--- config.mk ---
export PLATFORM = sky130hd
export DESIGN_NAME = noc_network_interface
export DESIGN_NICKNAME = d
export VERILOG_FILES = /design/src/rtl/noc_pkg.sv /design/src/rtl/noc_sync_fifo.sv /design/src/rtl/noc_network_interface.sv
export SDC_FILE = /design/constraint.sdc
export NUM_CORES = 1
export LEC_CHECK = 0
export CORE_UTILIZATION = 55
export DETAILED_ROUTE_END_ITERATION = 8
export PLACE_DENSITY_LB_ADDON = 0.15
export SYNTH_ARGS = -nofsm -noshare
export SYNTH_HDL_FRONTEND = slang
export SYNTH_SLANG_ARGS = --single-unit
--- constraint.sdc ---
create_clock -name clock -period 5.06 [get_ports clock]
set_input_delay 1.518 -clock clock [delete_from_list [all_inputs] [get_ports clock]]
set_output_delay 1.518 -clock clock [all_outputs]
set_load 0.01 [all_outputs]
--- src/rtl/noc_pkg.sv ---
// Shared NoC definitions: widths, flit/configure field positions, node IDs and flit packing.
package noc_pkg;

    localparam int unsigned FLIT_W  = 18;
    localparam int unsigned CFG_W   = 11;
    localparam int unsigned ENTRY_W = 10;  // queued {dest, payload}

    // Flit field positions
    localparam int unsigned FLIT_VALID      = 17;
    localparam int unsigned FLIT_DEST_HI    = 16;
    localparam int unsigned FLIT_DEST_LO    = 15;
    localparam int unsigned FLIT_SRC_HI     = 14;
    localparam int unsigned FLIT_SRC_LO     = 13;
    localparam int unsigned FLIT_SEQ_HI     = 12;
    localparam int unsigned FLIT_SEQ_LO     = 9;
    localparam int unsigned FLIT_PARITY     = 8;
    localparam int unsigned FLIT_PAYLOAD_HI = 7;
    localparam int unsigned FLIT_PAYLOAD_LO = 0;

    // Node IDs
    localparam logic [1:0] NODE_0 = 2'd0;
    localparam logic [1:0] NODE_1 = 2'd1;
    localparam logic [1:0] NODE_2 = 2'd2;
    localparam logic [1:0] NODE_3 = 2'd3;

    // Processor configure word fields
    localparam int unsigned CFG_REQ     = 0;
    localparam int unsigned CFG_DEST_HI = 2;
    localparam int unsigned CFG_DEST_LO = 1;
    localparam int unsigned CFG_PAY_HI  = 10;
    localparam int unsigned CFG_PAY_LO  = 3;

    // Builds a valid flit; parity is even parity over the payload.
    function automatic logic [FLIT_W-1:0] make_flit(input logic [1:0] dest,
                                                    input logic [1:0] src,
                                                    input logic [3:0] seq,
                                                    input logic [7:0] payload);
        return {1'b1, dest, src, seq, ^payload, payload};
    endfunction

endpackage

--- src/rtl/noc_sync_fifo.sv ---
// Small synchronous FIFO with occupancy count; depth must be a power of two.
module noc_sync_fifo #(
    parameter int unsigned WIDTH = 10,
    parameter int unsigned DEPTH = 4,
    localparam int unsigned AW   = (DEPTH > 1) ? $clog2(DEPTH) : 1,
    localparam int unsigned CW   = $clog2(DEPTH + 1)
) (
    input  logic             clock,
    input  logic             reset,
    input  logic             push,
    input  logic             pop,
    input  logic [WIDTH-1:0] din,
    output logic [WIDTH-1:0] dout,
    output logic [CW-1:0]    count,
    output logic             full,
    output logic             empty
);

    logic [WIDTH-1:0] mem [DEPTH];
    logic [AW-1:0]    wptr_q, rptr_q;
    logic [CW-1:0]    count_q;
    logic             do_push, do_pop;

    assign full    = (count_q == CW'(DEPTH));
    assign empty   = (count_q == '0);
    assign do_push = push && !full;
    assign do_pop  = pop && !empty;
    assign dout    = mem[rptr_q];
    assign count   = count_q;

    // Storage write; contents need no reset because pointers gate visibility.
    always_ff @(posedge clock) begin
        if (do_push) begin
            mem[wptr_q] <= din;
        end
    end

    // Pointer and occupancy tracking; pointers wrap naturally at power-of-two depth.
    always_ff @(posedge clock or negedge reset) begin
        if (!reset) begin
            wptr_q  <= '0;
            rptr_q  <= '0;
            count_q <= '0;
        end else begin
            if (do_push) wptr_q <= wptr_q + AW'(1);
            if (do_pop)  rptr_q <= rptr_q + AW'(1);
            if (do_push && !do_pop)      count_q <= count_q + CW'(1);
            else if (do_pop && !do_push) count_q <= count_q - CW'(1);
        end
    end

endmodule

--- src/rtl/noc_network_interface.sv ---
// Processor-to-router injection stage: edge-detects send requests, queues them and
// launches formatted flits under a valid/ready handshake with a global stall.
module noc_network_interface
    import noc_pkg::*;
#(
    parameter logic [1:0]  SRC_ID     = 2'd0,
    parameter int unsigned FIFO_DEPTH = 4,
    parameter int unsigned CFG_W      = 11,
    parameter int unsigned FLIT_W     = 18
) (
    input  logic              clock,
    input  logic              reset,
    input  logic [CFG_W-1:0]  p_configure,
    input  logic              block_all_paths,
    input  logic              router_ready,
    output logic [FLIT_W-1:0] flit_out,
    output logic              processor_ready,
    output logic              err_overflow,
    output logic              err_self_dest
);

    localparam int unsigned CNT_W = $clog2(FIFO_DEPTH + 1);

    logic              req_prev_q;
    logic              req_edge, self_hit, ovf_hit, push, load;
    logic [1:0]        req_dest, head_dest;
    logic [7:0]        req_pay, head_pay;
    logic [ENTRY_W-1:0] fifo_dout;
    logic [CNT_W-1:0]  fifo_count;
    logic              fifo_full, fifo_empty;
    logic [FLIT_W-1:0] flit_q;
    logic [3:0]        seq_q;
    logic              err_ovf_q, err_self_q;

    assign req_edge  = p_configure[CFG_REQ] && !req_prev_q;
    assign req_dest  = p_configure[CFG_DEST_HI:CFG_DEST_LO];
    assign req_pay   = p_configure[CFG_PAY_HI:CFG_PAY_LO];
    assign self_hit  = req_edge && (req_dest == SRC_ID);
    // Full is judged on the pre-pop count, so a same-edge pop never rescues a push.
    assign ovf_hit   = req_edge && !self_hit && fifo_full;
    assign push      = req_edge && !self_hit && !fifo_full;

    assign head_dest = fifo_dout[ENTRY_W-1:8];
    assign head_pay  = fifo_dout[7:0];
    assign load      = (!flit_q[FLIT_VALID] || router_ready) && !fifo_empty && !block_all_paths;

    assign flit_out        = flit_q;
    assign processor_ready = (fifo_count < CNT_W'(FIFO_DEPTH));
    assign err_overflow    = err_ovf_q;
    assign err_self_dest   = err_self_q;

    noc_sync_fifo #(
        .WIDTH (ENTRY_W),
        .DEPTH (FIFO_DEPTH)
    ) u_fifo (
        .clock (clock),
        .reset (reset),
        .push  (push),
        .pop   (load),
        .din   ({req_dest, req_pay}),
        .dout  (fifo_dout),
        .count (fifo_count),
        .full  (fifo_full),
        .empty (fifo_empty)
    );

    // Request edge history and sticky error flags.
    always_ff @(posedge clock or negedge reset) begin
        if (!reset) begin
            req_prev_q <= 1'b0;
            err_ovf_q  <= 1'b0;
            err_self_q <= 1'b0;
        end else begin
            req_prev_q <= p_configure[CFG_REQ];
            if (ovf_hit)  err_ovf_q  <= 1'b1;
            if (self_hit) err_self_q <= 1'b1;
        end
    end

    // Output flit register: load from queue head, or retire valid on acceptance.
    always_ff @(posedge clock or negedge reset) begin
        if (!reset) begin
            flit_q <= '0;
            seq_q  <= '0;
        end else if (load) begin
            flit_q <= make_flit(head_dest, SRC_ID, seq_q, head_pay);
            seq_q  <= seq_q + 4'd1;
        end else if (flit_q[FLIT_VALID] && router_ready) begin
            flit_q[FLIT_VALID] <= 1'b0;
        end
    end

endmodule

==> qor.txt, run 1 <==
Slew Viols, Final - 0
Crit path capture - u_fifo.count[2]$_DFFE_PN0P_
# diodes - 0
Area of the die - 5380 um^2
Yosys top cell area share - 42.9%
Sw frac - 28.3%
Reg2reg path depth - 9
Largest net degree at the start of global routing - 24
Die X-Extent - 73.3 um
R2R setup slack - 2740 ps
Clock Skew - 7.62 ps
Crit path kind - input port to register
P&R area growth vs syn - 23.0%
Starting DRT DRC Count - 60
Share of layout cells above drive strength 1 - 19.9%
Port buffer count - 33
Tmin final - 3620 ps
DR pass1 iterations - 4
# IOs - 36
Cts repair resizes - 0
Initial core utilization - 58.1%
Overall Global Routing Usage - 19.1%
Mapped Area - 2800 um^2
Combinational power share - 31.9%
Setup slack at placement - 1090 ps
RSZ-0062 raised after global routing - no
Synth top cells by count - 40 x edfxtp_1, 30 x dfrtp_1, 16 x mux2_2
Gr ovfl total - 0
Tcrit/Tclk final - 71.6%
Max Cap Viol - 0
Critical path peak fanout - 8
DRC - 0
Synthesis-stage register bit count - 70
Die Ht - 73.3 um
First-pass GRT wire length - 7.06 mm
Final setup violation count - 0
Row Count - 25
Top FF cell, synth - edfxtp_1
Hpwl dp - 2.97 mm
Dominant cell by count in the synthesized netlist - edfxtp_1
Clock share of power - 26.2%
Hold Crit Class - register to register
CP top delay family - adder cells
EDFF count, synth - 40
Netlist cell types - 24
Mapped Avg Cell Area - 18.0 um^2
Num CTS Buffers - 9
Peak supply drop - 0.373 mV
Worst Tran Pin Value - 1010 ps
R2r endpoint - u_fifo.count[2]$_DFFE_PN0P_
Max incr delay on CP - 470 ps
TritonCTS clock tree - yes
Leakage Power - 1.28 nW
Net Sw Power - 588 uW
Clock sink total - 70
Core ar. - 4820 um^2
CP Buf/Inv Count - 2
Final WS setup - 1440 ps
Achievable Freq - 276 MHz
Wire length per cell - 16.2 um
CP startpoint - p_configure[0]
Cell internal pwr - 1.49 mW
Clock insertion delay at the later pin of the skew report - 340 ps
Clock buffer depth - 2
Hold Vio Cnt, Final - 0
H-tree Lvls - 3
Total Wirelength - 4.34 mm
Critical Path End Type - register
Status - finished, final reports clean
Worst-path cell chain - clkdlybuf4s50_1, nor2b_1, o21ai_0, a21oi_1, ha_1, inv_1, fa_1, xor2_1, nor2_1, xnor2_1
Setup TNS - 0 ps
Synth async-reset ratio - 42.9%
Post-synthesis sequential area ratio - 69.8%
Setup repair bufs after CTS - 0
Critical path data arrival time - 3890 ps
Final Wtd Congestion - 0.722
Crit path depth - 10
Max_slew headroom - 32.6%
Worst-path clk slew - 70 ps
Initial antenna violation count - 0
Synth area leader - edfxtp_1
CP max stage cell - clkdlybuf4s50_1
Antenna Violating Nets Remaining - 0
Synth top area cells - edfxtp_1 43%, dfrtp_1 27%, mux2_2 6.4%, mux4_2 4.8%, xnor2_1 4.1%
Vias in the first global route - 1465
Cells after Synth - 155
Setup crit start kind - input port
Sequential Power Share - 41.9%
R2r startpoint - req_prev_q$_DFF_PN0_
Number of synthesis warnings - 0
Power per Cell Area - 604 nW/um^2
CTS Hold Bufs - 0
Critical Path RT - 5320 ps
Layout net count - 218
Clk root buf - clkbuf_8
Vias per cell - 5.26
Via count - 1411
[through the flow]
| stage | std cells | hold WS, ps | instance area, um^2 | utilization, % | total power [mW] |
|---|---|---|---|---|---|
| 6_report | 268 | 464 | 3440 | 71.5 | 2.08 |
| 5_1_grt | 268 | 499 | 3440 | 71.5 | 2.20 |
| 4_1_cts | 268 | 466 | 3440 | 71.5 | 2.10 |
| 3_5_place_dp | 252 | 446 | 3190 | 66.3 | 1.55 |
| 3_3_place_gp | 252 | 447 | 3190 | 66.3 | 1.51 |
| 2_1_floorplan | 156 | 440 | 2800 | - | 1.30 |
[cell type report]
type	count	area [um^2]
fillers	330	1380
well taps	67	83.8
inverters	5	18.8
clock buffers	11	141
clock inverters	5	106
repair buffers	35	345
flip-flops and latches	70	1950
multi-input cells	75	795
[power groups by stage]
stage	combinational, mW	clock [mW]	sequential (mW)
after global placement	0.641	0	0.873
final	0.664	0.544	0.871
after global routing	0.729	0.573	0.896
after detailed placement	0.666	0	0.886
after floorplan	0.436	0	0.862
after CTS	0.671	0.550	0.874
[registers in the layout, indices dropped and copies added (netlist names)]
signal / flops
err_self_dest: 1
u_fifo.mem: 40
flit_out: 16
u_fifo.rptr_q: 2
err_overflow: 1
u_fifo.count: 3
req_prev_q: 1
u_fifo.wptr_q: 2
seq_q: 4
[cells in the final DEF, fill, tap and decap left out, types with 2 or more instances in the layout]
| cell type | Yosys | layout |
|---|---|---|
| xnor2_1 | 13 | 13 |
| nand2_1 | 4 | 4 |
| and2_1 | 4 | 4 |
| o21bai_1 | 2 | 2 |
| clkbuf_8 | 0 | 10 |
| bufinv_16 | 0 | 3 |
| a21oi_1 | 2 | 2 |
| nor2b_1 | 2 | 2 |
| inv_1 | 5 | 5 |
| clkdlybuf4s50_1 | 0 | 33 |
| mux4_1 | 4 | 4 |
| mux2_2 | 16 | 16 |
| o21ai_0 | 2 | 2 |
| ha_1 | 6 | 6 |
| edfxtp_1 | 40 | 40 |
| buf_4 | 2 | 2 |
| dfrtp_1 | 30 | 30 |
| xor2_1 | 3 | 3 |
| nor2_1 | 4 | 4 |
| mux4_2 | 6 | 6 |
| conb_1 | 1 | 2 |
[worst reg2reg max path: stages (launching register included)]
cell and delay [ps]:
dfrtp_1 370, nor2b_1 130, o21ai_0 130, a21oi_1 470
ha_1 290, inv_1 70, fa_1 370, xor2_1 150
nor2_1 130, xnor2_1 130
[cell families after synthesis]
kind of cell,Yosys count,synth area share (%)
flip-flops,70,69.8
other,1,0.134
AND/OR/NAND/NOR,17,3.00
AO/OA/AOI/OAI,7,1.52
XOR/XNOR,16,5.01
adder cells (fa/ha/maj),7,3.40
buffers and inverters,11,2.15
multiplexers,26,15.0
[per-layer routing]
| metal | vias up | track usage, % | share of wire (%) |
|---|---|---|---|
| met5 | - | 0 | 0 |
| met4 | 0 | 12.2 | 2.8 |
| met3 | 12 | 4.94 | 3.1 |
| met2 | 32 | 29.2 | 49 |
| met1 | 720 | 24.5 | 45 |
| li1 | 647 | - | - |
[worst min-delay path by stage]
stage / startpoint / endpoint / slack (ps) / depth (start not counted)
global route: err_overflow$_DFFE_PN0P_ / err_overflow$_DFFE_PN0P_ / 500 / 1
detailed placement: err_self_dest$_DFFE_PN0P_ / err_self_dest$_DFFE_PN0P_ / 450 / 1
CTS: err_self_dest$_DFFE_PN0P_ / err_self_dest$_DFFE_PN0P_ / 470 / 1
finish: err_self_dest$_DFFE_PN0P_ / err_self_dest$_DFFE_PN0P_ / 460 / 1
floorplan: seq_q[3]$_DFFE_PN0P_ / seq_q[3]$_DFFE_PN0P_ / 440 / 1
global placement: err_self_dest$_DFFE_PN0P_ / err_self_dest$_DFFE_PN0P_ / 450 / 1
(Power assumes the default switching activity.)
==> run 2, diff against run 1 <==
CORE_UTILIZATION = 54   (was 55)
clock period = 3.7 ns   (was 5.06 ns; I/O delays follow)
==> run 2 against run 1 <==
Register-to-register slack got worse by 1200 ps. First-iteration DRC count increased by 1.7%. Via count decreased by 0.57%. Non-clock buffer count increased by 1. Power increased by 28%. Sequential share of layout area increased by 0.94 points. Final cell count unchanged. Core utilization decreased by 1.6 points. Worst hold slack improved by 4.7 ps. Largest power group unchanged.
==> qor.txt, run 2 (synthesized netlist as in run 1, its figures left out) <==
TritonCTS clock tree - yes (unchanged)
Setup repair bufs after CTS - 0 (unchanged)
Largest net degree at the start of global routing - 31 (was 24)
Fill cells - 331 (was 330)
Hold Path Cell Cnt - 1 (unchanged)
Worst-path cell chain - clkdlybuf4s50_1, nor2b_1, o21ai_0, a21oi_1, ha_1, inv_1, fa_1, xor2_1, nor2_1, xnor2_1 (unchanged)
Antenna Violating Nets Remaining - 0 (unchanged)
Total Wirelength - 4.47 mm (was 4.34 mm)
Power per Cell Area - 788 nW/um^2 (was 604 nW/um^2)
Most common cell after layout, fill and taps aside - edfxtp_1 (unchanged)
Global-route met2 utilization - 31.0% (was 29.2%)
Fraction of met1 tracks used by global routing - 24.0% (was 24.5%)
Final Wtd Congestion - 0.660 (was 0.722)
CP top delay family - adder cells (unchanged)
Peak supply drop - 0.507 mV (was 0.373 mV)
Layout net count - 219 (was 218)
Reg2reg path depth - 5 (was 9)
Overall Global Routing Usage - 19.1% (about the same)
Die X-Extent - 74.0 um (was 73.3 um)
Share of layout cells above drive strength 1 - 18.9% (was 19.9%)
Status - finished, final reports clean (unchanged)
DR pass1 iterations - 4 (unchanged)
CTS Hold Bufs - 0 (unchanged)
Worst-path clk slew - 70 ps (about the same)
First-pass GRT wire length - 7.21 mm (was 7.06 mm)
Hold Vio Cnt, Final - 0 (unchanged)
Max reg flops - 40 (unchanged)
# IOs - 36 (unchanged)
Cts repair resizes - 0 (unchanged)
Hold Crit Class - register to register (unchanged)
RSZ-0062 raised after global routing - no (unchanged)
Max incr delay on CP - 470 ps (about the same)
Crit path depth - 10 (unchanged)
Slew Viols, Final - 0 (unchanged)
Largest Register - u_fifo.mem (unchanged)
Initial core utilization - 57.7% (was 58.1%)
Max Cap Viol - 0 (unchanged)
Tcrit/Tclk final - 77.9%
Hpwl dp - 3.01 mm (was 2.97 mm)
# diodes - 0 (unchanged)
Setup TNS - 0 ps (unchanged)
Pwr Total - 2.67 mW (was 2.08 mW)
Tmin final - 2880 ps
Critical Path End Type - register (unchanged)
Clock Skew - 5.97 ps (was 7.62 ps)
Vias in the first global route - 1501 (was 1465)
Setup crit start kind - input port (unchanged)
Clk root buf - clkbuf_8 (unchanged)
Achievable Freq - 347 MHz
Initial antenna violation count - 0 (unchanged)
Clock buffer depth - 2 (unchanged)
H-tree Lvls - 3 (unchanged)
Clock sink total - 70 (unchanged)
GR peak layer - met2 (unchanged)
Clock insertion delay at the later pin of the skew report - 330 ps (was 340 ps)
Starting DRT DRC Count - 61 (was 60)
CP max stage cell - clkdlybuf4s50_1 (unchanged)
Core ar. - 4850 um^2 (was 4820 um^2)
Port buffer count - 33 (unchanged)
Area of the die - 5470 um^2 (was 5380 um^2)
Worst Tran Pin Value - 668 ps (was 1010 ps)
Via count - 1403 (was 1411)
Num CTS Buffers - 9 (unchanged)
Vias per cell - 5.24 (was 5.26)
CP Buf/Inv Count - 2 (unchanged)
DRC - 0 (unchanged)
Crit path kind - input port to register (unchanged)
Critical path data arrival time - 3140 ps (was 3890 ps)
Max_slew headroom - 55.4% (was 32.6%)
Gr ovfl total - 0 (unchanged)
Global routing usage on met3 - 4.20% (was 4.94%)
Leakage Power - 1.25 nW (was 1.28 nW)
Critical Path RT - 3960 ps (was 5320 ps)
Die Ht - 74.0 um (was 73.3 um)
Final setup violation count - 0 (unchanged)
Wire length per cell - 16.7 um (was 16.2 um)
Row Count - 25 (unchanged)
P&R area growth vs syn - 21.0% (was 23.0%)
Critical path peak fanout - 2 (was 8)
Most frequent cells in the layout - 40 x edfxtp_1, 33 x clkdlybuf4s50_1, 30 x dfrtp_1, 16 x mux2_2, 13 x xnor2_1 (unchanged)
[run 2: cell count changes in the layout (fill, tap and decap cells not counted), sizes merged]
cell      previous run  this run
bufinv               3         1
clkbuf              11        13
buf                  2         3
clkinvlp             1         0
[run 2: routing by layer]
metal | share of wire (%) | wire, um | vias to the layer above
met5 | 0 | 0 | -
met4 | 1.9 | 85 | 0
met3 | 3.4 | 153 | 8
met2 | 51 | 2290 | 35
met1 | 44 | 1950 | 711
li1 | - | - | 649
[run 2: report_power, final]
part	total (mW)	switching [mW]	internal (mW)
clock	0.581	0.255	0.326
sequential	1.19	0.168	1.02
combinational	0.894	0.348	0.546
total	2.67	0.771	1.90
[run 2: worst paths after layout]
check	startpoint	endpoint	slack, ps
setup / recovery	p_configure[0]	u_fifo.count[2]$_DFFE_PN0P_	820
hold / removal	err_self_dest$_DFFE_PN0P_	err_self_dest$_DFFE_PN0P_	470
setup reg to reg	u_fifo.rptr_q[0]$_DFFE_PN0P_	flit_out[8]$_DFFE_PN0P_	1530
hold reg to reg	err_self_dest$_DFFE_PN0P_	err_self_dest$_DFFE_PN0P_	470
max in group asynchronous	reset	u_fifo.wptr_q[0]$_DFFE_PN0P_	2230
min in group asynchronous	reset	flit_out[6]$_DFFE_PN0P_	1170
[run 2: stage by stage]
step                      cells  setup WS, ps  util [%]  hold WS [ps]  area, um^2
after floorplan             156           802         -           440        2800
after global placement      253           610      66.0           443        3200
after detailed placement    253           490      66.0           453        3200
after CTS                   268           823      69.8           474        3390
after global routing        268           706      69.8           502        3390
final                       268           816      69.8           469        3390
[run 2: final cells by class]
class,count,area [um^2],area share (%)
tap,67,83.8,2.48
multi-input combinational,75,795,23.5
clock buffer,13,149,4.40
timing repair buffer,36,353,10.4
sequential,70,1950,57.6
clock inverter,2,35.0,1.03
inverter,5,18.8,0.554
==> run 3, diff against run 2 <==
CORE_UTILIZATION = 49   (was 54)
clock period = 2.4 ns   (was 3.7 ns; I/O delays follow)
==> run 3 against run 2 <==
First-iteration DRC count increased by 9.8%. Final cell count increased by 8.2%. Clock power increased by 61%. Power increased by 59%. Sequential share of layout area decreased by 2.9 points. Worst setup slack got worse by 650 ps. Sequential power increased by 50%. Combinational power increased by 69%. Cell area increased by 5.2%. Routed wire length increased by 1.0%. Critical endpoint is now u_fifo.count[1]$_DFFE_PN0P_. Largest power group unchanged.
==> qor.txt, run 3 (synthesized netlist as in run 1, its figures left out) <==
Largest Register - u_fifo.mem (unchanged)
Row Count - 27 (was 25)
Max Cap Viol - 0 (unchanged)
Tcrit/Tclk final - 92.9%
DRC - 0 (unchanged)
CP startpoint - router_ready (was p_configure[0])
Sequential Power Share - 42.2% (was 44.7%)
Critical Path RT - 2610 ps (was 3960 ps)
Leakage Power - 1.36 nW (was 1.25 nW)
Critical Path End Type - register (unchanged)
Die X-Extent - 77.6 um (was 74.0 um)
Crit path top cell by count - inv_1
Clock insertion delay at the later pin of the skew report - 340 ps (was 330 ps)
# diodes - 0 (unchanged)
Hpwl dp - 3.18 mm (was 3.01 mm)
Clock buffer depth - 2 (unchanged)
Initial antenna violation count - 0 (unchanged)
Max_slew headroom - 66.5% (was 55.4%)
Tmin final - 2230 ps
CP max stage cell - clkdlybuf4s50_1 (unchanged)
Most frequent cells in the layout - 40 x edfxtp_1, 32 x clkdlybuf4s50_1, 30 x dfrtp_1, 18 x buf_4, 16 x mux2_2 (was 40 x edfxtp_1, 33 x clkdlybuf4s50_1, 30 x dfrtp_1, 16 x mux2_2, 13 x xnor2_1)
R2r startpoint - u_fifo.rptr_q[0]$_DFFE_PN0P_ (unchanged)
Hold Path Cell Cnt - 1 (unchanged)
Reg2reg path depth - 6 (was 5)
Max reg flops - 40 (unchanged)
Num CTS Buffers - 9 (unchanged)
Wire length per cell - 15.6 um (was 16.7 um)
Worst-path cell chain - clkdlybuf4s50_1, nor2b_1, nor3_2, inv_1, ha_2, inv_1, fa_2, mux2_2 (was clkdlybuf4s50_1, nor2b_1, o21ai_0, a21oi_1, ha_1, inv_1, fa_1, xor2_1, nor2_1, xnor2_1)
Gr ovfl total - 0 (unchanged)
Peak supply drop - 0.584 mV (was 0.507 mV)
Antenna Violating Nets Remaining - 0 (unchanged)
HP Start - err_self_dest$_DFFE_PN0P_ (unchanged)
Die Ht - 77.6 um (was 74.0 um)
Share of layout cells above drive strength 1 - 28.4% (was 18.9%)
First-pass GRT wire length - 7.80 mm (was 7.21 mm)
Achievable Freq - 449 MHz
Starting DRT DRC Count - 67 (was 61)
Critical path peak fanout - 2 (unchanged)
Worst-path clk slew - 70 ps (about the same)
Cell internal pwr - 2.98 mW (was 1.90 mW)
Pwr Total - 4.23 mW (was 2.67 mW)
Clock Skew - 9.79 ps (was 5.97 ps)
Crit path kind - input port to register (unchanged)
Vias per cell - 5.00 (was 5.24)
Total Wirelength - 4.52 mm (was 4.47 mm)
Net Sw Power - 1.25 mW (was 771 uW)
# IOs - 36 (unchanged)
Setup crit start kind - input port (unchanged)
Hold Vio Cnt, Final - 0 (unchanged)
DR pass1 iterations - 4 (unchanged)
Core ar. - 5510 um^2 (was 4850 um^2)
Most common cell after layout, fill and taps aside - edfxtp_1 (unchanged)
Sw frac - 29.5% (was 28.9%)
Largest net degree at the start of global routing - 31 (unchanged)
Slew Viols, Final - 0 (unchanged)
Final setup violation count - 0 (unchanged)
Hold Crit Class - register to register (unchanged)
Status - finished, final reports clean (unchanged)
Port buffer count - 33 (unchanged)
Initial core utilization - 50.8% (was 57.7%)
Final hold slack - 459 ps (was 469 ps)
Layout net count - 235 (was 219)
Overall Global Routing Usage - 17.8% (was 19.1%)
P&R area growth vs syn - 27.4% (was 21.0%)
Vias in the first global route - 1614 (was 1501)
Clk root buf - clkbuf_8 (unchanged)
Via count - 1449 (was 1403)
Worst Tran Pin Value - 503 ps (was 668 ps)
TritonCTS clock tree - yes (unchanged)
H-tree Lvls - 3 (unchanged)
Combinational power share - 35.7% (was 33.5%)
Clock share of power - 22.1% (was 21.8%)
Final Wtd Congestion - 0.757 (was 0.660)
Clock sink total - 70 (unchanged)
Power per Cell Area - 1190 nW/um^2 (was 788 nW/um^2)
Critical path data arrival time - 2440 ps (was 3140 ps)
Max incr delay on CP - 450 ps (was 470 ps)
Area of the die - 6020 um^2 (was 5470 um^2)
RSZ-0062 raised after global routing - no (unchanged)
-- run 3: worst max-delay path, delay by kind of cell --
| kind | cells | cell delay (ps) |
|---|---|---|
| buffers and inverters | 3 | 600 |
| adders and majority gates | 2 | 610 |
| muxes | 1 | 270 |
| and+or+nand+nor | 2 | 230 |
-- run 3: timing repair --
item / CTS / global route
hold buffers: 0 / 0
endpoints found under the setup margin: 2 / 1
buffers inserted: 4 / 1
pin swaps: 3 / 3
resized for setup: 5 / 2
-- run 3: area by class of cell --
type / count / area, um^2
clock inverter: 5 / 58.8
multi-input combinational: 75 / 815
sequential: 70 / 1950
timing repair buffer: 52 / 488
clock buffer: 11 / 141
fill: 398 / 1940
tap: 72 / 90.1
inverter: 5 / 18.8
-- run 3: metrics by stage --
stage	setup WS, ps	std cells	util, %	cell area [um^2]	setup TNS (ps)
2_1_floorplan	26.6	156	-	2810	0
3_3_place_gp	-244	269	60.1	3310	-475
3_5_place_dp	-408	269	60.1	3310	-3060
4_1_cts	17.7	289	64.5	3550	0
5_1_grt	87.3	290	64.7	3560	0
6_report	170	290	64.7	3560	0
-- run 3: worst paths after layout --
kind | to | slack [ps]
worst max-delay path | u_fifo.count[1]$_DFFE_PN0P_ | 170
worst min-delay path | err_self_dest$_DFFE_PN0P_ | 460
worst max register to register | flit_out[8]$_DFFE_PN0P_ | 440
worst min register to register | err_self_dest$_DFFE_PN0P_ | 460
max in group asynchronous | u_fifo.wptr_q[1]$_DFFE_PN0P_ | 1340
min in group asynchronous | flit_out[6]$_DFFE_PN0P_ | 760
-- run 3: layer usage --
layer | track usage, % | up-vias | part of all wire, % | wire, um
met5 | 0 | - | 0 | 0
met4 | 9.62 | 0 | 1.8 | 82
met1 | 22.2 | 731 | 44 | 2000
met3 | 4.35 | 8 | 3.3 | 148
li1 | - | 679 | - | -
met2 | 28.8 | 31 | 51 | 2290
-- run 3: power by group through the flow --
stage	Combinational [mW]	Clock (mW)	Sequential, mW
2_1_floorplan	0.923	0	1.82
3_3_place_gp	1.44	0	1.79
3_5_place_dp	1.52	0	1.82
4_1_cts	1.53	0.955	1.79
5_1_grt	1.65	1.03	1.83
6_report	1.51	0.934	1.79
==> patch (config.mk and constraints of run 3) <==
Reset style: synchronous (`reset`), changed in 3 clocked blocks.
--- a/src/rtl/noc_sync_fifo.sv
+++ b/src/rtl/noc_sync_fifo.sv
@@ -36,7 +36,7 @@
     end
 
     // Pointer and occupancy tracking; pointers wrap naturally at power-of-two depth.
-    always_ff @(posedge clock or negedge reset) begin
+    always_ff @(posedge clock) begin
         if (!reset) begin
             wptr_q  <= '0;
             rptr_q  <= '0;
--- a/src/rtl/noc_network_interface.sv
+++ b/src/rtl/noc_network_interface.sv
@@ -65,7 +65,7 @@
     );
 
     // Request edge history and sticky error flags.
-    always_ff @(posedge clock or negedge reset) begin
+    always_ff @(posedge clock) begin
         if (!reset) begin
             req_prev_q <= 1'b0;
             err_ovf_q  <= 1'b0;
@@ -78,7 +78,7 @@
     end
 
     // Output flit register: load from queue head, or retire valid on acceptance.
-    always_ff @(posedge clock or negedge reset) begin
+    always_ff @(posedge clock) begin
         if (!reset) begin
             flit_q <= '0;
             seq_q  <= '0;
Formal check against the unedited RTL: differs if reset is asserted again (counterexample within 4 cycles, from zero or initial values and one cycle with reset low); with reset held inactive, the same outputs for 10 cycles.
==> patch against run 3 <==
Synthesized cell count is 32% higher. Count of clock-buffer cells in the layout rose by 2. Total power shrank 12%. Global-route usage up 0.56 points. Worst setup slack got worse by 100 ps. Sequential cell count increased by 2. Core utilization up 1.5 points. Synthesized area increased by 1.7%. Final area rose by 2.9%. Non-clock buffer count grew 2. Combinational power fell by 28%. Routed wire length grew 8.6%.
==> patch: results (changes against run 3) <==
- Run status: finished, final reports clean
- Filler cell count in the final layout: 415 (+4.3%)
- Post-Synth Adder-Cell Area: 3.34% (-0.057 points)
- Launch point of the worst reg-to-reg path: u_fifo.count[0]$_SDFFE_PN0P_
- Average wire per cell in the routed design: 14.6 um (-6.5%)
- CTS Sinks: 72 (+2.9%)
- Largest stage delay on the critical path: 420 ps (-30 ps)
- Via density per instance: 4.93 (-1.4%)
- Share of synthesized flip-flops with an asynchronous set or reset: 0% (-43 points)
- Switching Power: 1030 uW (-17%)
- First-pass GRT wire length: 8.16 mm (+4.6%)
- Data arrival time of the critical path: 2600 ps (+160 ps)
- Pin count of the biggest net entering global routing: 32 (+3.2%)
- Routability congestion estimate: 0.752 (-0.61%)
- Final core utilization: 66.2% (+1.5 points)
- Fraction of area in clock buffers and inverters: 6.62% (+1.0 points)
- Cell area after placement: 3380 um2 (+2.3%)
- Fraction of standard cell area in multi-input logic: 26.3% (+3.4 points)
- Non-clock buffer share: 13.9% (+0.20 points)
- Post-Synthesis Cells: 204 (+32%)
- HPWL after detailed placement: 3.23 mm (+1.7%)
- Beginning of the worst hold path: flit_out[12]$_SDFFE_PN0P_
- Proportion of synthesized chip area in sequential cells: 64.7% (-5.0 points)
- Ranking of synthesized cells by area: edfxtp_1 42%, dfxtp_1 23%, mux4_2 6.3%
- Worst-Margin Slew: 511 ps (+7.55 ps)
- Multi-input gates: 118 (+57%)
- Number of violations reported at the end of detailed-routing iteration 0: 79 (+18%)
- Count of vias placed by the detailed router: 1,660 (+15%)
- Worst IR drop on VDD: 0.679 mV (+16%)
- Fraction of the mapped netlist area in compound gates: 5.98% (+4.5 points)
- Post-placement cell count: 317 (+18%)
- Fraction of synthesized cell area in xor and xnor cells: 4.62% (-0.39 points)
[patch: changes by cell type in the layout (fill, tap and decap cells not counted), sizes merged, moves of 3 or more]
cell / delta
a21boi: +16
o21a: +3
dlygate4sd2: +3
nand2: +29
dfxtp: +32
and2: +9
dfrtp: -30
mux2: -16
[patch: final timing paths]
path	endpoint	cells past startpoint
worst max-delay path	u_fifo.count[2]$_SDFFE_PN0P_	10
worst min-delay path	flit_out[12]$_SDFFE_PN0P_	2
worst max register to register	u_fifo.count[2]$_SDFFE_PN0P_	8
worst min register to register	flit_out[12]$_SDFFE_PN0P_	2
[patch: timing repair]
action,in CTS,in global routing
gates resized for setup,6,1
pin swaps,6,0
cloned,0,0
setup endpoints to repair,1,1
setup buffers,2,2
[patch: routing by layer]
| layer | up-vias | global-route usage [%] | share of wire, % |
|---|---|---|---|
| met4 | 0 | 9.44 | 2.1 |
| met3 | 10 | 3.60 | 3.5 |
| met5 | - | 0 | 0 |
| met2 | 33 | 30.5 | 49 |
| li1 | 824 | - | - |
| met1 | 793 | 22.9 | 46 |
[patch: stage by stage]
stage	TNS (ps)	setup slack (ps)	hold slack, ps	power (uW)
2_1_floorplan	0	6.34	454	2290
3_3_place_gp	-436	-369	449	2620
3_5_place_dp	-555	-438	457	2640
4_1_cts	0	38.4	467	3750
5_1_grt	-4.76	-4.76	493	3950
6_report	0	69.3	464	3730
[patch: power groups by stage]
| stage | logic [uW] | clock network [uW] | registers (uW) |
|---|---|---|---|
| CTS | 1080 | 1120 | 1550 |
| finish | 1090 | 1090 | 1550 |
| floorplan | 709 | 0 | 1580 |
| global route | 1210 | 1170 | 1570 |
| global placement | 1040 | 0 | 1570 |
| detailed placement | 1070 | 0 | 1580 |
